--- src/rtl/arithmetic_serial.sv ---
// Digit-serial ADD/SUB unit: processes DIGIT bits per clock, LSB digit first, and
// presents a registered result with zero/carry/overflow/negative flags on completion.
module arithmetic_serial #(
  parameter int unsigned WIDTH = 32,
  parameter int unsigned DIGIT = 8
) (
  input  logic             clk,
  input  logic             reset,
  input  logic             start,
  input  logic [WIDTH-1:0] a,
  input  logic [WIDTH-1:0] b,
  input  logic [3:0]       ALUop,
  output logic             busy,
  output logic             done,
  output logic [WIDTH-1:0] result,
  output logic             zero,
  output logic             carry,
  output logic             overflow,
  output logic             negative
);

  localparam int unsigned N    = WIDTH / DIGIT;
  localparam int unsigned CntW = (N > 1) ? $clog2(N) : 1;
  localparam logic [CntW-1:0] CntLast = CntW'(N - 1);

  typedef enum logic [1:0] {StIdle, StRun, StDone} state_e;

  state_e state_q, state_d;

  logic [WIDTH-1:0] a_q, a_d;
  logic [WIDTH-1:0] b_q, b_d;
  logic [WIDTH-1:0] acc_q, acc_d;
  logic             cy_q, cy_d;
  logic [CntW-1:0]  cnt_q, cnt_d;
  logic             a_msb_q, a_msb_d;
  logic             b_msb_q, b_msb_d;
  logic [WIDTH-1:0] result_q, result_d;
  logic             zero_q, zero_d;
  logic             carry_q, carry_d;
  logic             ovf_q, ovf_d;
  logic             neg_q, neg_d;

  logic             accept;
  logic             last;
  logic             is_sub;
  logic [WIDTH-1:0] b_in;
  logic [DIGIT:0]   digit_sum;
  logic [WIDTH-1:0] acc_shift;
  logic [WIDTH-1:0] a_shift;
  logic [WIDTH-1:0] b_shift;

  // Only ALUop[1] selects the operation.
  logic unused_aluop;
  assign unused_aluop = ^{ALUop[3:2], ALUop[0]};

  assign is_sub = ALUop[1];
  assign b_in   = is_sub ? ~b : b;
  assign accept = start && (state_q != StRun);
  assign last   = (state_q == StRun) && (cnt_q == CntLast);

  assign digit_sum = {1'b0, a_q[DIGIT-1:0]} + {1'b0, b_q[DIGIT-1:0]} + (DIGIT + 1)'(cy_q);

  // New sum digit enters at the top of the accumulator; after N shifts it holds the full word.
  if (N == 1) begin : g_single
    assign acc_shift = digit_sum[DIGIT-1:0];
    assign a_shift   = a_q;
    assign b_shift   = b_q;
  end else begin : g_multi
    assign acc_shift = {digit_sum[DIGIT-1:0], acc_q[WIDTH-1:DIGIT]};
    assign a_shift   = {{DIGIT{1'b0}}, a_q[WIDTH-1:DIGIT]};
    assign b_shift   = {{DIGIT{1'b0}}, b_q[WIDTH-1:DIGIT]};
  end

  // State register
  always_ff @(posedge clk) begin
    if (reset) begin
      state_q <= StIdle;
    end else begin
      state_q <= state_d;
    end
  end

  // Next-state logic
  always_comb begin
    state_d = state_q;
    case (state_q)
      StIdle:  if (start) state_d = StRun;
      StRun:   if (last) state_d = StDone;
      StDone:  state_d = start ? StRun : StIdle;
      default: state_d = StIdle;
    endcase
  end

  // Outputs
  always_comb begin
    busy     = (state_q == StRun);
    done     = (state_q == StDone);
    result   = result_q;
    zero     = zero_q;
    carry    = carry_q;
    overflow = ovf_q;
    negative = neg_q;
  end

  // Datapath next-state
  always_comb begin
    a_d      = a_q;
    b_d      = b_q;
    acc_d    = acc_q;
    cy_d     = cy_q;
    cnt_d    = cnt_q;
    a_msb_d  = a_msb_q;
    b_msb_d  = b_msb_q;
    result_d = result_q;
    zero_d   = zero_q;
    carry_d  = carry_q;
    ovf_d    = ovf_q;
    neg_d    = neg_q;
    if (accept) begin
      a_d     = a;
      b_d     = b_in;
      cy_d    = is_sub;
      cnt_d   = '0;
      a_msb_d = a[WIDTH-1];
      b_msb_d = b_in[WIDTH-1];
    end else if (state_q == StRun) begin
      a_d   = a_shift;
      b_d   = b_shift;
      acc_d = acc_shift;
      cy_d  = digit_sum[DIGIT];
      cnt_d = cnt_q + CntW'(1);
      if (last) begin
        result_d = acc_shift;
        zero_d   = (acc_shift == '0);
        carry_d  = digit_sum[DIGIT];
        neg_d    = acc_shift[WIDTH-1];
        ovf_d    = (a_msb_q == b_msb_q) && (acc_shift[WIDTH-1] != a_msb_q);
      end
    end
  end

  always_ff @(posedge clk) begin
    if (reset) begin
      a_q      <= '0;
      b_q      <= '0;
      acc_q    <= '0;
      cy_q     <= 1'b0;
      cnt_q    <= '0;
      a_msb_q  <= 1'b0;
      b_msb_q  <= 1'b0;
      result_q <= '0;
      zero_q   <= 1'b0;
      carry_q  <= 1'b0;
      ovf_q    <= 1'b0;
      neg_q    <= 1'b0;
    end else begin
      a_q      <= a_d;
      b_q      <= b_d;
      acc_q    <= acc_d;
      cy_q     <= cy_d;
      cnt_q    <= cnt_d;
      a_msb_q  <= a_msb_d;
      b_msb_q  <= b_msb_d;
      result_q <= result_d;
      zero_q   <= zero_d;
      carry_q  <= carry_d;
      ovf_q    <= ovf_d;
      neg_q    <= neg_d;
    end
  end

endmodule
--- config.mk ---
export PLATFORM = sky130hd
export DESIGN_NAME = arithmetic_serial
export DESIGN_NICKNAME = d
export VERILOG_FILES = /design/src/rtl/arithmetic_serial.sv
export SDC_FILE = /design/constraint.sdc
export NUM_CORES = 1
export LEC_CHECK = 0
export BUFFER_PORTS_ARGS = -buffer_cell sky130_fd_sc_hd__buf_2
export CAP_MARGIN = 20
export CORE_ASPECT_RATIO = 1.1
export CORE_MARGIN = 1
export CORE_UTILIZATION = 47
export DETAILED_ROUTE_END_ITERATION = 7
export PLACE_DENSITY = 0.7
export RECOVER_POWER = 25
export SYNTH_ARGS = -nofsm -noshare
export SYNTH_HDL_FRONTEND = slang
export SYNTH_SLANG_ARGS = --single-unit
--- constraint.sdc ---
create_clock -name clk -period 4.4 [get_ports clk]
set_input_delay 0 -clock clk [delete_from_list [all_inputs] [get_ports clk]]
set_output_delay 0 -clock clk [all_outputs]
set_load 0.02 [all_outputs]
==> results.json, run 1 <==
{
  "hpwl_um": 8310,
  "worst_pin_slew_ns": 0.923,
  "wirelength_um": 13300,
  "grt-ovfl-total": 0,
  "core-area_um2": 11600,
  "max_freq_ghz": 0.364,
  "cp.required_ns": 4.70,
  "post-route-period-util_pct": 62.5,
  "cts_inserted_buffers": 17,
  "grt_pass1_wl_um": 22100,
  "drive_above_1_share_pct": 13.6,
  "ioPinCount": 109,
  "cts_buffer_depth": 2,
  "cpMostUsedCell": "fa_1",
  "holdCritStartpoint": "b[22]",
  "period_needed_ns": 2.75,
  "critical_path_arrival_ns": 3.05,
  "drc": 0,
  "ys_seq_elements": 130,
  "startpoint_type": "flip-flop",
  "reg2reg_slack_ns": 1.65,
  "power_density_nw_per_um2": 424,
  "syn_nets": 754,
  "status": "finished clean",
  "antenna_found_initial": 0,
  "routabilityCongestion": 0.781,
  "wl_per_cell_um": 14.0,
  "synth_cells": 673,
  "cts-htree-levels": 4,
  "die_w_um": 106,
  "postCtsSetupRepairBufs": 0,
  "dieHeight_um": 117,
  "rsz0062_at_grt": "no",
  "synth_flop_cell": "dfxtp_1",
  "r2r_end": "zero",
  "crit_path_end_kind": "flip-flop",
  "synth_area_per_cell_um2": 8.38,
  "slew_headroom_pct": 38.5,
  "cts_tree": "yes",
  "whs_path_depth": 5,
  "std_cell_rows": 41,
  "leakage_uw": 0.00281,
  "slowest_delay_ns": 0.68,
  "cts_resized": 0,
  "ys.warnings.count": 0,
  "cp_max_fo": 4,
  "n_fill_cell": 1040,
  "report.final.slew_viol_count": 0,
  "cts.clk_slew.worst_paths_ns": 0.05,
  "multi_input_area_um2": 2790,
  "synth_edf_count": 0,
  "num_antenna_cells": 0,
  "clkLatencyLatePin_ns": 0.41,
  "rr_worst_depth": 7,
  "final_nets": 869,
  "ff_latch_area_um2": 2600,
  "grtUsageTotal_pct": 22.7,
  "cts_hold_buf": 41,
  "firstDrtPassIters": 4,
  "crit_path_cell_trace": "fa_1 > fa_1 > nand3_1 > a21oi_1 > o311ai_0 > a2111oi_0 > a21o_1",
  "yosysSeqAreaShare_pct": 46.2,
  "synth_cell_types": 43,
  "final_hold_viol_count": 0,
  "hold_ws_ns": 0.0406,
  "drt-initial-drc-count": 184,
  "ir_drop_mv": 0.219,
  "netlist_area_um2": 5640,
  "regToRegStartpoint": "a_q[0]",
  "min_path_type": "in -> reg",
  "path_buf_inv": 0,
  "grt_max_degree": 85,
  "setup_viol": 0,
  "antenna_left": 0,
  "crit_type": "reg -> reg",
  "hold_path_end": "b_q[22]",
  "avgViaCountPerCell": 5.20,
  "clockRootBuffer": "clkbuf_16",
  "port_buffers": 105,
  "grt_pass1_vias": 4649,
  "synthArstFlopShare_pct": 0,
  "cap_violations": 0,
  "cts_sinks": 130,
  "skew_ns": 0.00851,
  "slowest_stage": "o311ai_0",
  "area_delta_synth_final_pct": 26.2,
  "path_delay_family": "compound AO/OA/AOI/OAI gates",
  "die_area_um2": 12400,
  "vias": 4940,
  "tns_ns": 0,
  "initial_core_util_pct": 48.6
}
==> routing by layer <==
| metal | vias up | GRT usage (%) | routed length, um |
|---|---|---|---|
| met3 | 25 | 5.37 | 566 |
| met5 | - | 0 | 0 |
| met1 | 2226 | 26.9 | 5770 |
| li1 | 2552 | - | - |
| met2 | 137 | 39.3 | 6550 |
| met4 | 0 | 10.3 | 416 |
==> stage by stage <==
step | setup slack (ns) | utilization (%) | std cells | total power [uW] | instance area, um^2
after floorplan | 2.03 | - | 673 | 1570 | 5640
after global routing | 1.41 | 61.4 | 950 | 3160 | 7120
final | 1.65 | 61.4 | 950 | 3020 | 7120
after detailed placement | 1.70 | 53.3 | 878 | 1660 | 6180
after CTS | 1.63 | 61.8 | 950 | 3040 | 7160
after global placement | 1.80 | 53.3 | 878 | 1650 | 6180
==> logic make-up (layout without fill, tap and decap cells) <==
kind of cell / count (synthesis) / count (layout) / synth area share [%]
buffers and inverters: 62 / 189 / 4.37
XOR/XNOR: 35 / 35 / 5.44
AO/OA/AOI/OAI: 163 / 163 / 18.3
multiplexers: 33 / 33 / 5.86
adder cells (fa/ha/maj): 10 / 10 / 2.49
flip-flops: 130 / 130 / 46.2
AND/OR/NAND/NOR: 240 / 240 / 17.4
==> worst min-delay path: cells and delay by family <==
kind / cells / cell delay [ns]
AO/OA/AOI/OAI: 2 / 0.17
XOR/XNOR: 1 / 0.10
buffers and inverters: 1 / 0.08
AND/OR/NAND/NOR: 1 / 0.04
==> worst max path at each step <==
stage           start   end  slack (ns)  depth (start not counted)
2_1_floorplan  a_q[0]  zero        2.03                          7
3_3_place_gp   a_q[0]  zero        1.80                          7
3_5_place_dp   a_q[0]  zero        1.70                          7
4_1_cts        a_q[0]  zero        1.63                          7
5_1_grt        a_q[0]  zero        1.41                          7
6_report       a_q[0]  zero        1.65                          7
==> Yosys cell counts, drive strengths merged, types with 2 or more instances <==
library cell  count  area, um^2
a2111oi           2        23.8
a211oi           58         435
a21o              3        22.5
a21oi            87         439
a311oi            3        32.5
buf              22        96.4
clkbuf           34         128
dfxtp           130        2600
fa                2        40.0
ha                8         100
inv               6        22.5
mux2i            33         330
nand2           110         413
nand2b            2        12.5
nand3             6        30.0
nand4             2        12.5
nor2            101         379
nor2b             2        12.5
nor3b             2        15.0
nor4              7        43.8
o31ai             3        22.5
or3               2        13.8
or4               2        15.0
xnor2            34         298
==> cells in the final DEF, fill, tap and decap left out, types with 2 or more instances in the layout <==
master           n
buf_2           66
bufinv_16        2
a21oi_1         86
nand4_1          2
clkbuf_1        40
clkinv_2         3
dlygate4sd3_1   41
buf_4            8
a21o_1           3
mux2i_1         33
clkbuf_8         2
a211oi_1        58
nor2b_1          2
clkinv_4         2
clkbuf_16       17
a311oi_1         2
nand3_1          6
nor4_1           7
xnor2_1         34
fa_1             2
nor3b_1          2
inv_1            6
dfxtp_1        130
o31ai_1          3
or4_1            2
nor2_1         101
clkinvlp_4       2
ha_1             8
nand2_1        110
==> state kept, by name, indices dropped and copies added (netlist names), 2 cells and up <==
signal	cells
a_q	32
acc_q	24
b_q	32
cnt_q	2
result	32
state_q	2
==> final cells by class <==
| class | instances | share of cell area (%) |
|---|---|---|
| Inverter | 6 | 0.317 |
| Clock inverter | 9 | 1.51 |
| Clock buffer | 22 | 6.52 |
| Tap cell | 150 | 2.64 |
| Sequential cell | 130 | 36.6 |
| Multi-Input combinational cell | 481 | 39.2 |
| Timing Repair Buffer | 152 | 13.2 |
==> power breakdown <==
group	internal (uW)	switching, uW	leakage [uW]
registers	1240	45.2	0.00106
logic	172	214	0.00147
clock network	858	487	0.000276
total	2270	747	0.00281
Note: power is estimated with default switching activity, not from simulation.
==> run 2, diff against run 1 <==
ABC_AREA = 1   (was default)
PLACE_DENSITY = 0.72   (was 0.7)
clock period = 2.5 ns   (was 4.4 ns; I/O delays follow)
==> run 2 against run 1 <==
Effect of this change:
- sequential share of layout area fell by 1.9 points
- sequential power rose by 74%
- flip-flop and latch count did not move
- final area rose by 5.4%
- combinational power rose by 75%
- die area rose by 1.9%
- routed wire length rose by 9.1%
- register-to-register slack got worse by 1.4 ns
- clock skew rose by 0.0029 ns
- first-iteration DRC count rose by 55%
- synthesized area rose by 2.0%
- cell count rose by 13%
- critical endpoint is now a_q[26]
==> results.json, run 2 <==
{
  "rsz0062_at_grt": "no",
  "placed_area_um2": 6280,
  "synth_most_common_cell": "nand2_1",
  "status": "finished clean",
  "hpwl_um": 8850,
  "initial_core_util_pct": 48.0,
  "cp.required_ns": 2.86,
  "leakage_uw": 0.00335,
  "wl_per_cell_um": 13.5,
  "synth_flop_cell": "dfxtp_1",
  "grt_pass1_wl_um": 24500,
  "ioPinCount": 109,
  "clockRootBuffer": "clkbuf_16",
  "crit_path_end_kind": "flip-flop",
  "power_density_nw_per_um2": 713,
  "core-area_um2": 12000,
  "syn_nets": 836,
  "min_path_type": "in -> reg",
  "dp.cells": 976,
  "die_w_um": 107,
  "avgViaCountPerCell": 5.02,
  "ir_drop_mv": 0.390,
  "firstDrtPassIters": 5,
  "ys_seq_elements": 130,
  "cts_buffer_depth": 2,
  "die_area_um2": 12700,
  "synth_cells": 755,
  "synthXorXnorAreaFrac_pct": 4.42,
  "synthMuxAreaShare_pct": 0,
  "drive_above_1_share_pct": 13.7,
  "grt_pass1_vias": 5280,
  "critical_path_arrival_ns": 2.61,
  "synth-simple-area-share_pct": 20.0,
  "synth_edf_count": 0,
  "dieHeight_um": 118,
  "vias": 5399,
  "num_antenna_cells": 0,
  "tns_ns": 0,
  "grt_max_degree": 50,
  "wirelength_um": 14500,
  "skew_ns": 0.0114,
  "post-route-cell-area_um2": 7500,
  "reg2reg_slack_ns": 0.25,
  "synth_top_area_cell": "dfxtp_1",
  "regToRegStartpoint": "state_q[1]",
  "postCtsSetupRepairBufs": 0,
  "max_freq_ghz": 0.444,
  "setup_ws_ns": 0.247,
  "synth_cell_types": 30,
  "area_delta_synth_final_pct": 30.5,
  "std_cell_rows": 42,
  "antenna_left": 0,
  "final_hold_viol_count": 0,
  "finalNonFillerCells": 1076,
  "port_buffers": 105,
  "rr_worst_depth": 7,
  "cts-htree-levels": 4,
  "synth_area_per_cell_um2": 7.61,
  "antenna_found_initial": 0,
  "synthArstFlopShare_pct": 0,
  "pre_cts_slack_ns": 0.443,
  "r2r_end": "a_q[26]",
  "synth_adder_area_share_pct": 2.44,
  "synth_top_cell_area_share_pct": 45.3,
  "grt-ovfl-total": 0,
  "synth_top_family_by_area": "simple AND/OR/NAND/NOR gates",
  "clkLatencyLatePin_ns": 0.42,
  "mostFrequentLayoutCells": "152 x nand2_1, 130 x dfxtp_1, 85 x inv_1, 85 x nor2_1",
  "startpoint_type": "flip-flop",
  "layout_commonest_cell": "nand2_1",
  "ys.warnings.count": 0,
  "yosysSeqAreaShare_pct": 45.3,
  "cts_inserted_buffers": 17,
  "critPathLaunch": "state_q[1]",
  "setup_viol": 0,
  "crit_path_end": "a_q[26]",
  "report.final.slew_viol_count": 0,
  "post-route-period-util_pct": 90.1,
  "cts_sinks": 130,
  "drt-initial-drc-count": 286,
  "synth_compound_area_share_pct": 17.5,
  "period_needed_ns": 2.25,
  "crit_type": "reg -> reg",
  "synth_area_leaders": "dfxtp_1 45%, nand2_1 9.9%, inv_1 5.6%, nor2_1 5.5%, o21ai_0 5.0%",
  "cap_violations": 0,
  "slew_headroom_pct": 54.1,
  "final_nets": 990,
  "power.total_uw": 5350,
  "routabilityCongestion": 0.853,
  "worst_pin_slew_ns": 0.688,
  "synth_commonest_cells": "152 x nand2_1, 130 x dfxtp_1, 86 x inv_1",
  "cts_tree": "yes",
  "cp_max_fo": 47,
  "netlist_area_um2": 5750,
  "drc": 0,
  "grtUsageTotal_pct": 24.4,
  "cts.clk_slew.worst_paths_ns": 0.06
}
[run 2: changes by cell type in the layout (fill, tap and decap cells not counted), moves of 27 or more]
cell	change
mux2i_1	-33
dlygate4sd3_1	+27
a21oi_1	-37
a211oi_1	-56
inv_1	+79
nand2_1	+42
o21ai_0	+56
[run 2: per-layer routing]
metal | vias up | GRT usage (%) | wire length, um
met2 | 144 | 41.7 | 7220
met1 | 2462 | 29.4 | 6340
li1 | 2760 | - | -
met4 | 0 | 9.85 | 333
met3 | 33 | 5.09 | 618
met5 | - | 0 | 0
[run 2: what timing repair did]
item	4_1_cts	5_1_grt
endpoints found under the hold margin	66	0
hold buffers	68	0
resized for setup	0	2
endpoints found under the setup margin	0	4
[run 2: kinds of logic (layout without fill, tap and decap cells)]
family,count (synthesis),in the layout
compound gates,166,166
xor+xnor,29,29
fa+ha+maj,10,10
buf+inv,138,305
flops,130,130
simple gates,282,282
[run 2: how the worst min path moves through the flow]
stage	from	end	slack, ns	cells after the start
6_report	b[0]	b_q[0]	0.03	5
5_1_grt	reset	b_q[21]	0.04	2
4_1_cts	b[0]	b_q[0]	0.005	5
3_5_place_dp	a[24]	a_q[24]	0.26	3
3_3_place_gp	a[28]	a_q[28]	0.26	3
2_1_floorplan	start	state_q[0]	0.15	2
[run 2: critical path, stage by stage (launching register included)]
cell and delay, ns:
dfxtp_1 0.32, inv_1 0.06, nand2_2 0.39, nand2_2 0.15, inv_4 0.38, nand2_1 0.12, a21oi_1 0.18, dlygate4sd3_1 0.56
[run 2: layout make-up]
| type | count | area [um^2] |
|---|---|---|
| inverters | 90 | 340 |
| clock inverters | 13 | 135 |
| clock buffers | 19 | 453 |
| flip-flops and latches | 130 | 2600 |
| fillers | 1070 | 4480 |
| multi-input cells | 487 | 2550 |
| repair buffers | 183 | 1230 |
| well taps | 154 | 193 |
[run 2: stage by stage]
stage                     hold WS (ns)  utilization, %
after global routing            0.0422            62.6
after floorplan                  0.147               -
after CTS                      0.00477            63.0
final                           0.0255            62.6
after global placement           0.258            52.4
after detailed placement         0.258            52.4
[run 2: power breakdown]
group	switching [uW]	leakage (uW)	internal, uW	total (uW)
Clock	911	0.000277	1510	2430
Sequential	65.7	0.00106	2180	2250
Combinational	383	0.00201	294	677
Total	1360	0.00335	3990	5350
